### src/rtl/adc_serial_reader_if.sv
// Serial ADC reader bundle: run enable, ADC pins and the sample port.
// master is the reader side, slave is the consumer/ADC side.
interface adc_serial_reader_if #(
  parameter int DATA_BITS = 12
);
  logic                 run;
  logic                 adc_sdata;
  logic                 adc_sclk;
  logic                 adc_cs_n;
  logic [DATA_BITS-1:0] dout;
  logic                 dout_valid;
  logic                 lead_err;
  logic                 busy;

  modport master (
    input  run,
    input  adc_sdata,
    output adc_sclk,
    output adc_cs_n,
    output dout,
    output dout_valid,
    output lead_err,
    output busy
  );

  modport slave (
    output run,
    output adc_sdata,
    input  adc_sclk,
    input  adc_cs_n,
    input  dout,
    input  dout_valid,
    input  lead_err,
    input  busy
  );
endinterface

### src/rtl/adc_serial_reader.sv
// Frame reader for a 16-clock MSB-first serial ADC with 4 leading zeros.
// Drives cs_n/sclk, shifts the data line in, emits one sample per frame.
module adc_serial_reader #(
  parameter int CLK_DIV      = 25,
  parameter int FRAME_BITS   = 16,
  parameter int LEAD_BITS    = 4,
  parameter int DATA_BITS    = 12,
  parameter int QUIET_CYCLES = 174
) (
  input  logic                  clk50,
  input  logic                  rst_n,
  adc_serial_reader_if.master   bus
);

  localparam int CNT_MAX = (CLK_DIV > QUIET_CYCLES) ?
                           CLK_DIV : QUIET_CYCLES;
  localparam int CW = $clog2(CNT_MAX + 1);
  localparam int BW = $clog2(FRAME_BITS + 1);

  localparam logic [CW-1:0] DIV_END   = CW'(CLK_DIV - 1);
  localparam logic [CW-1:0] QUIET_END = CW'(QUIET_CYCLES - 1);
  localparam logic [BW-1:0] LAST_BIT  = BW'(FRAME_BITS);

  typedef enum logic [2:0] {
    IDLE,
    SETUP,
    SHIFT,
    DONE,
    QUIET
  } state_t;

  state_t                state;
  logic [CW-1:0]         cnt;
  logic [BW-1:0]         bits;
  logic [FRAME_BITS-1:0] shift;

  always_ff @(posedge clk50 or negedge rst_n) begin
    if (!rst_n) begin
      state          <= IDLE;
      cnt            <= '0;
      bits           <= '0;
      shift          <= '0;
      bus.adc_cs_n   <= 1'b1;
      bus.adc_sclk   <= 1'b1;
      bus.dout       <= '0;
      bus.dout_valid <= 1'b0;
      bus.lead_err   <= 1'b0;
      bus.busy       <= 1'b0;
    end else begin
      bus.dout_valid <= 1'b0;
      unique case (state)
        IDLE: begin
          if (bus.run) begin
            state        <= SETUP;
            bus.adc_cs_n <= 1'b0;
            bus.busy     <= 1'b1;
            cnt          <= '0;
            bits         <= '0;
            shift        <= '0;
          end
        end
        SETUP: begin
          if (cnt == DIV_END) begin
            state        <= SHIFT;
            bus.adc_sclk <= 1'b0;
            cnt          <= '0;
          end else begin
            cnt <= cnt + 1'b1;
          end
        end
        SHIFT: begin
          if (cnt != DIV_END) begin
            cnt <= cnt + 1'b1;
          end else begin
            cnt <= '0;
            // sample on the edge that raises sclk
            if (!bus.adc_sclk) begin
              bus.adc_sclk <= 1'b1;
              shift <= {shift[FRAME_BITS-2:0], bus.adc_sdata};
              bits  <= bits + 1'b1;
            end else if (bits == LAST_BIT) begin
              state          <= DONE;
              bus.adc_cs_n   <= 1'b1;
              bus.dout       <= shift[DATA_BITS-1:0];
              bus.lead_err   <= |shift[DATA_BITS +: LEAD_BITS];
              bus.dout_valid <= 1'b1;
            end else begin
              bus.adc_sclk <= 1'b0;
            end
          end
        end
        DONE: begin
          state <= QUIET;
          cnt   <= '0;
        end
        QUIET: begin
          if (cnt != QUIET_END) begin
            cnt <= cnt + 1'b1;
          end else if (bus.run) begin
            state        <= SETUP;
            bus.adc_cs_n <= 1'b0;
            cnt          <= '0;
            bits         <= '0;
            shift        <= '0;
          end else begin
            state    <= IDLE;
            bus.busy <= 1'b0;
          end
        end
        default: state <= IDLE;
      endcase
    end
  end

endmodule
### src/flat_wrapper.sv
// flat-port wrapper written by rule: the top's interface ports become plain ports
module adc_serial_reader_flat 
#(
  parameter int CLK_DIV      = 25,
  parameter int FRAME_BITS   = 16,
  parameter int LEAD_BITS    = 4,
  parameter int DATA_BITS    = 12,
  parameter int QUIET_CYCLES = 174
)
  (clk50, rst_n, bus_run, bus_adc_sdata, bus_adc_sclk, bus_adc_cs_n, bus_dout, bus_dout_valid, bus_lead_err, bus_busy);
  adc_serial_reader_if #(.DATA_BITS(DATA_BITS)) bus_i ();
  input  logic clk50;
  input  logic rst_n;
  input wire logic [$bits(bus_i.run)-1:0] bus_run;
  input wire logic [$bits(bus_i.adc_sdata)-1:0] bus_adc_sdata;
  output wire logic [$bits(bus_i.adc_sclk)-1:0] bus_adc_sclk;
  output wire logic [$bits(bus_i.adc_cs_n)-1:0] bus_adc_cs_n;
  output wire logic [$bits(bus_i.dout)-1:0] bus_dout;
  output wire logic [$bits(bus_i.dout_valid)-1:0] bus_dout_valid;
  output wire logic [$bits(bus_i.lead_err)-1:0] bus_lead_err;
  output wire logic [$bits(bus_i.busy)-1:0] bus_busy;
  assign bus_i.run = bus_run;
  assign bus_i.adc_sdata = bus_adc_sdata;
  assign bus_adc_sclk = bus_i.adc_sclk;
  assign bus_adc_cs_n = bus_i.adc_cs_n;
  assign bus_dout = bus_i.dout;
  assign bus_dout_valid = bus_i.dout_valid;
  assign bus_lead_err = bus_i.lead_err;
  assign bus_busy = bus_i.busy;
  adc_serial_reader #(.CLK_DIV(CLK_DIV), .FRAME_BITS(FRAME_BITS), .LEAD_BITS(LEAD_BITS), .DATA_BITS(DATA_BITS), .QUIET_CYCLES(QUIET_CYCLES)) u_core (.clk50(clk50), .rst_n(rst_n), .bus(bus_i));
endmodule
### config.mk
export PLATFORM = sky130hd
export DESIGN_NAME = adc_serial_reader_flat
export DESIGN_NICKNAME = d
export VERILOG_FILES = /design/src/rtl/adc_serial_reader_if.sv /design/src/rtl/adc_serial_reader.sv /design/src/flat_wrapper.sv
export SDC_FILE = /design/constraint.sdc
export NUM_CORES = 1
export LEC_CHECK = 0
export BUFFER_PORTS_ARGS = -buffer_cell sky130_fd_sc_hd__buf_2
export CORE_ASPECT_RATIO = 0.7
export CORE_UTILIZATION = 53
export CTS_BUF_LIST = sky130_fd_sc_hd__clkbuf_4 sky130_fd_sc_hd__clkbuf_8
export CTS_CLUSTER_DIAMETER = 50
export DETAILED_ROUTE_END_ITERATION = 12
export GPL_TIMING_DRIVEN = 0
export PLACE_DENSITY = 0.72
export SLEW_MARGIN = 20
export SYNTH_ARGS = -nofsm -noshare
export SYNTH_HDL_FRONTEND = slang
export SYNTH_SLANG_ARGS = --single-unit
### constraint.sdc
create_clock -name clk50 -period 3.4 [get_ports clk50]
set_clock_uncertainty 0.1 [all_clocks]
set_input_delay 0.68 -clock clk50 [delete_from_list [all_inputs] [get_ports clk50]]
set_output_delay 0.68 -clock clk50 [all_outputs]
set_load 0.01 [all_outputs]
==> run_results.csv <==
group,metric,value,unit
cells_and_area,area_delta_synth_final,11.68,%
synth,synth.top_cell.area_share,0.4712,
clock_tree,clk_latency,0.30,ns
power_and_ir_drop,vdd_drop_max,0.0001963,V
drt,viasPerCell,5.639,
critical_path,end_kind,"flop",
cells_and_area,drive_gt1_frac,0.2326,
critical_path,r2r_end,"u_core.bus.dout[10]",
cells_and_area,layout_common_cells,"dfrtp_1, inv_1, nand2_1",
timing,setup-tns-final,0,ns
timing,tightest_slew,1.081,ns
synth,synth_edf_count,0,
timing,finalHoldViolations,0,
timing,slew_viol_final,0,
timing,rsz0062_at_grt,"false",
clock_tree,cts.path.max_buffers,2,
timing,post-route-period-util,0.7595,
cells_and_area,nFillCells,358,
status,violations,"DRC",
cells_and_area,diodes,0,
floorplan,boundaryPins,21,
drt,drt_iter0_drc,129,
critical_path,cp_data_required_time,3.49,ns
drt,firstDrtPassIters,8,
min_path,hold_class,"input pin to asynchronous set/reset pin",
floorplan,dieArea,4992,um2
cells_and_area,nets,266,
global_route,first_global_vias,1711,
floorplan,core_area,4429,um2
synth,yosysTopAreaCell,"dfrtp_1",
cells_and_area,layout_commonest_cell,"dfrtp_1",
place,finalWeightedCongestion,0.7703,
drt,antenna_left,0,
synth,synth_warnings,0,
timing,min_period,2.582,ns
synth,ys.flop_type,"dfrtp_1",
clock_tree,cts.sinks,49,
power_and_ir_drop,p_leak,1.440,nW
timing,setup_viol,0,
floorplan,initial_core_util,0.5636,
drt,post_drt_wl_per_cell,15.43,um
clock_tree,cts_tree,"yes",
critical_path,cp_max_fo,10,
floorplan,dieHeight,59.42,um
synth,synth_area_leaders,"dfrtp_1, mux2i_1, mux2_4",
global_route,grt_max_degree,50,
timing,max_freq,387.2,MHz
synth,synth_seq_area_share,0.4922,
place,dp_cells,305,
critical_path,rrSetupSlack,0.82,ns
critical_path,ff2ff_path_depth,7,
critical_path,cp-start-kind,"flop",
synth,synthCells,230,
floorplan,die-width,84.03,um
cells_and_area,regArea,1229,um2
clock_tree,clockRootBuffer,"clkbuf_8",
flow_run,cap_violations,0,
timing,slew_headroom,0.2750,
drt,drt-total-wl,4829,um
global_route,grt_pass1_wl,8362,um
global_route,antenna_found_initial,0,
synth,synth_nets,239,
clock_tree,cts_resized,0,
drt,num_vias,1765,
status,outcome,"complete, but fails checks",
timing,whs,0.2798,ns
cells_and_area,final_area,2788,um2
clock_tree,cts_made_buffers,5,
power_and_ir_drop,total_power,1.039,mW
place,placement.io_buffers,20,
synth,yosysUniqueCellTypes,49,
cells_and_area,instances_no_fill,313,
drt,drc_errors,2,
critical_path,worst-setup-path-type,"flop to flop",
place,post_dp_cell_area,2665,um2
global_route,gr-usage-all-layers,0.2168,
synth,yosys_register_bits,49,
synth,synth_async_sr_flop_share,1.000,
cells_and_area,multi_input_area,1099,um2
floorplan,num_rows,20,
place,hpwl,3323,um
critical_path,r2r_start,"u_core.bits[0]",
synth,synth_area,2496,um2
synth,syn_avg_cell_area,10.85,um2
clock_tree,clkSlewWorstSetupHoldPaths,0.09,ns
clock_tree,cts_setup_buffers,0,
global_route,grt_overflow,0,
clock_tree,h-tree-depth,2,
critical_path,arrival,2.67,ns
clock_tree,cts_hold_buf,0,
power_and_ir_drop,p_per_area,372.8,nW/um2
power by group:
part	switching (mW)	internal, mW	leakage, nW
sequential	0.000798	0.584	0.563
clock	0.199	0.239	0.0574
combinational	0.0135	0.00299	0.820
flip-flops by register name, indices dropped and copies added, names as in the netlist:
signal	cells
u_core.bus.dout_valid	1
u_core.bits	5
u_core.bus.adc_sclk	1
u_core.state	3
u_core.bus.lead_err	1
u_core.bus.dout	12
u_core.shift	16
u_core.bus.busy	1
u_core.cnt	8
u_core.bus.adc_cs_n	1
metrics by stage:
step	utilization	setup WS, ns
after floorplan	-	1.252
after global placement	0.6017	0.7843
after detailed placement	0.6017	0.8324
after CTS	0.6288	0.8005
after global routing	0.6294	0.6139
final	0.6294	0.8176
cells in the mapped netlist (2+ instances only):
| library cell | count |
|---|---|
| nor2_1 | 9 |
| nand3_1 | 3 |
| dfrtp_1 | 47 |
| nor3_1 | 3 |
| o22ai_1 | 4 |
| inv_1 | 27 |
| mux2i_1 | 19 |
| buf_2 | 3 |
| a31o_2 | 2 |
| a31oi_1 | 5 |
| ha_1 | 5 |
| a21oi_1 | 7 |
| a41oi_1 | 3 |
| mux2_4 | 9 |
| o221ai_1 | 2 |
| nor4_1 | 3 |
| buf_6 | 2 |
| mux2_2 | 4 |
| nand4_1 | 4 |
| o21ai_0 | 9 |
| clkbuf_1 | 2 |
| nand3b_1 | 3 |
| dfstp_2 | 2 |
| nand2_1 | 25 |
| and3_1 | 3 |
| nand2b_1 | 2 |
final cells by class:
type	instances	share of cell area
Sequential cell	49	0.4408
Multi-Input combinational cell	145	0.3941
Timing Repair Buffer	20	0.03680
Inverter	27	0.03636
Clock buffer	6	0.02962
Tap cell	55	0.02469
Buffer	9	0.02424
Clock inverter	2	0.01347
worst max path at each step:
stage / start / endpoint / slack (ns) / cells past startpoint
floorplan: u_core.cnt[0] / u_core.bus.dout[0] / 1.25 / 8
global route: u_core.bits[0] / u_core.bus.dout[10] / 0.61 / 7
detailed placement: u_core.bits[0] / u_core.bus.dout[10] / 0.83 / 7
finish: u_core.bits[0] / u_core.bus.dout[10] / 0.82 / 7
CTS: u_core.bits[0] / u_core.bus.dout[10] / 0.80 / 7
global placement: u_core.bits[0] / u_core.bus.lead_err / 0.78 / 7
cell families (layout without fill, tap and decap cells):
| group | Yosys count | after routing | synth area share |
|---|---|---|---|
| AO/OA/AOI/OAI | 41 | 41 | 0.1103 |
| XOR/XNOR | 1 | 1 | 0.003509 |
| adder cells (fa/ha/maj) | 5 | 5 | 0.02506 |
| buffers and inverters | 36 | 64 | 0.06767 |
| flip-flops | 49 | 49 | 0.4922 |
| multiplexers | 32 | 32 | 0.1484 |
| AND/OR/NAND/NOR | 66 | 66 | 0.1529 |
routing by layer:
layer	vias to the layer above	wire [um]	track usage
met5	-	0	0
met3	5	157	0.05014
li1	861	-	-
met1	868	2410	0.3063
met4	0	43	0.07635
met2	31	2218	0.3326
critical path, cell delays in order (launching register included):
cell and delay [ns]:
dfrtp_1 0.41, inv_1 0.10, ha_1 0.16, nor4bb_1 0.46
nand2_1 0.21, nor4b_4 0.49, buf_8 0.23, mux2_4 0.31
Power figures use the tool's default switching activity.
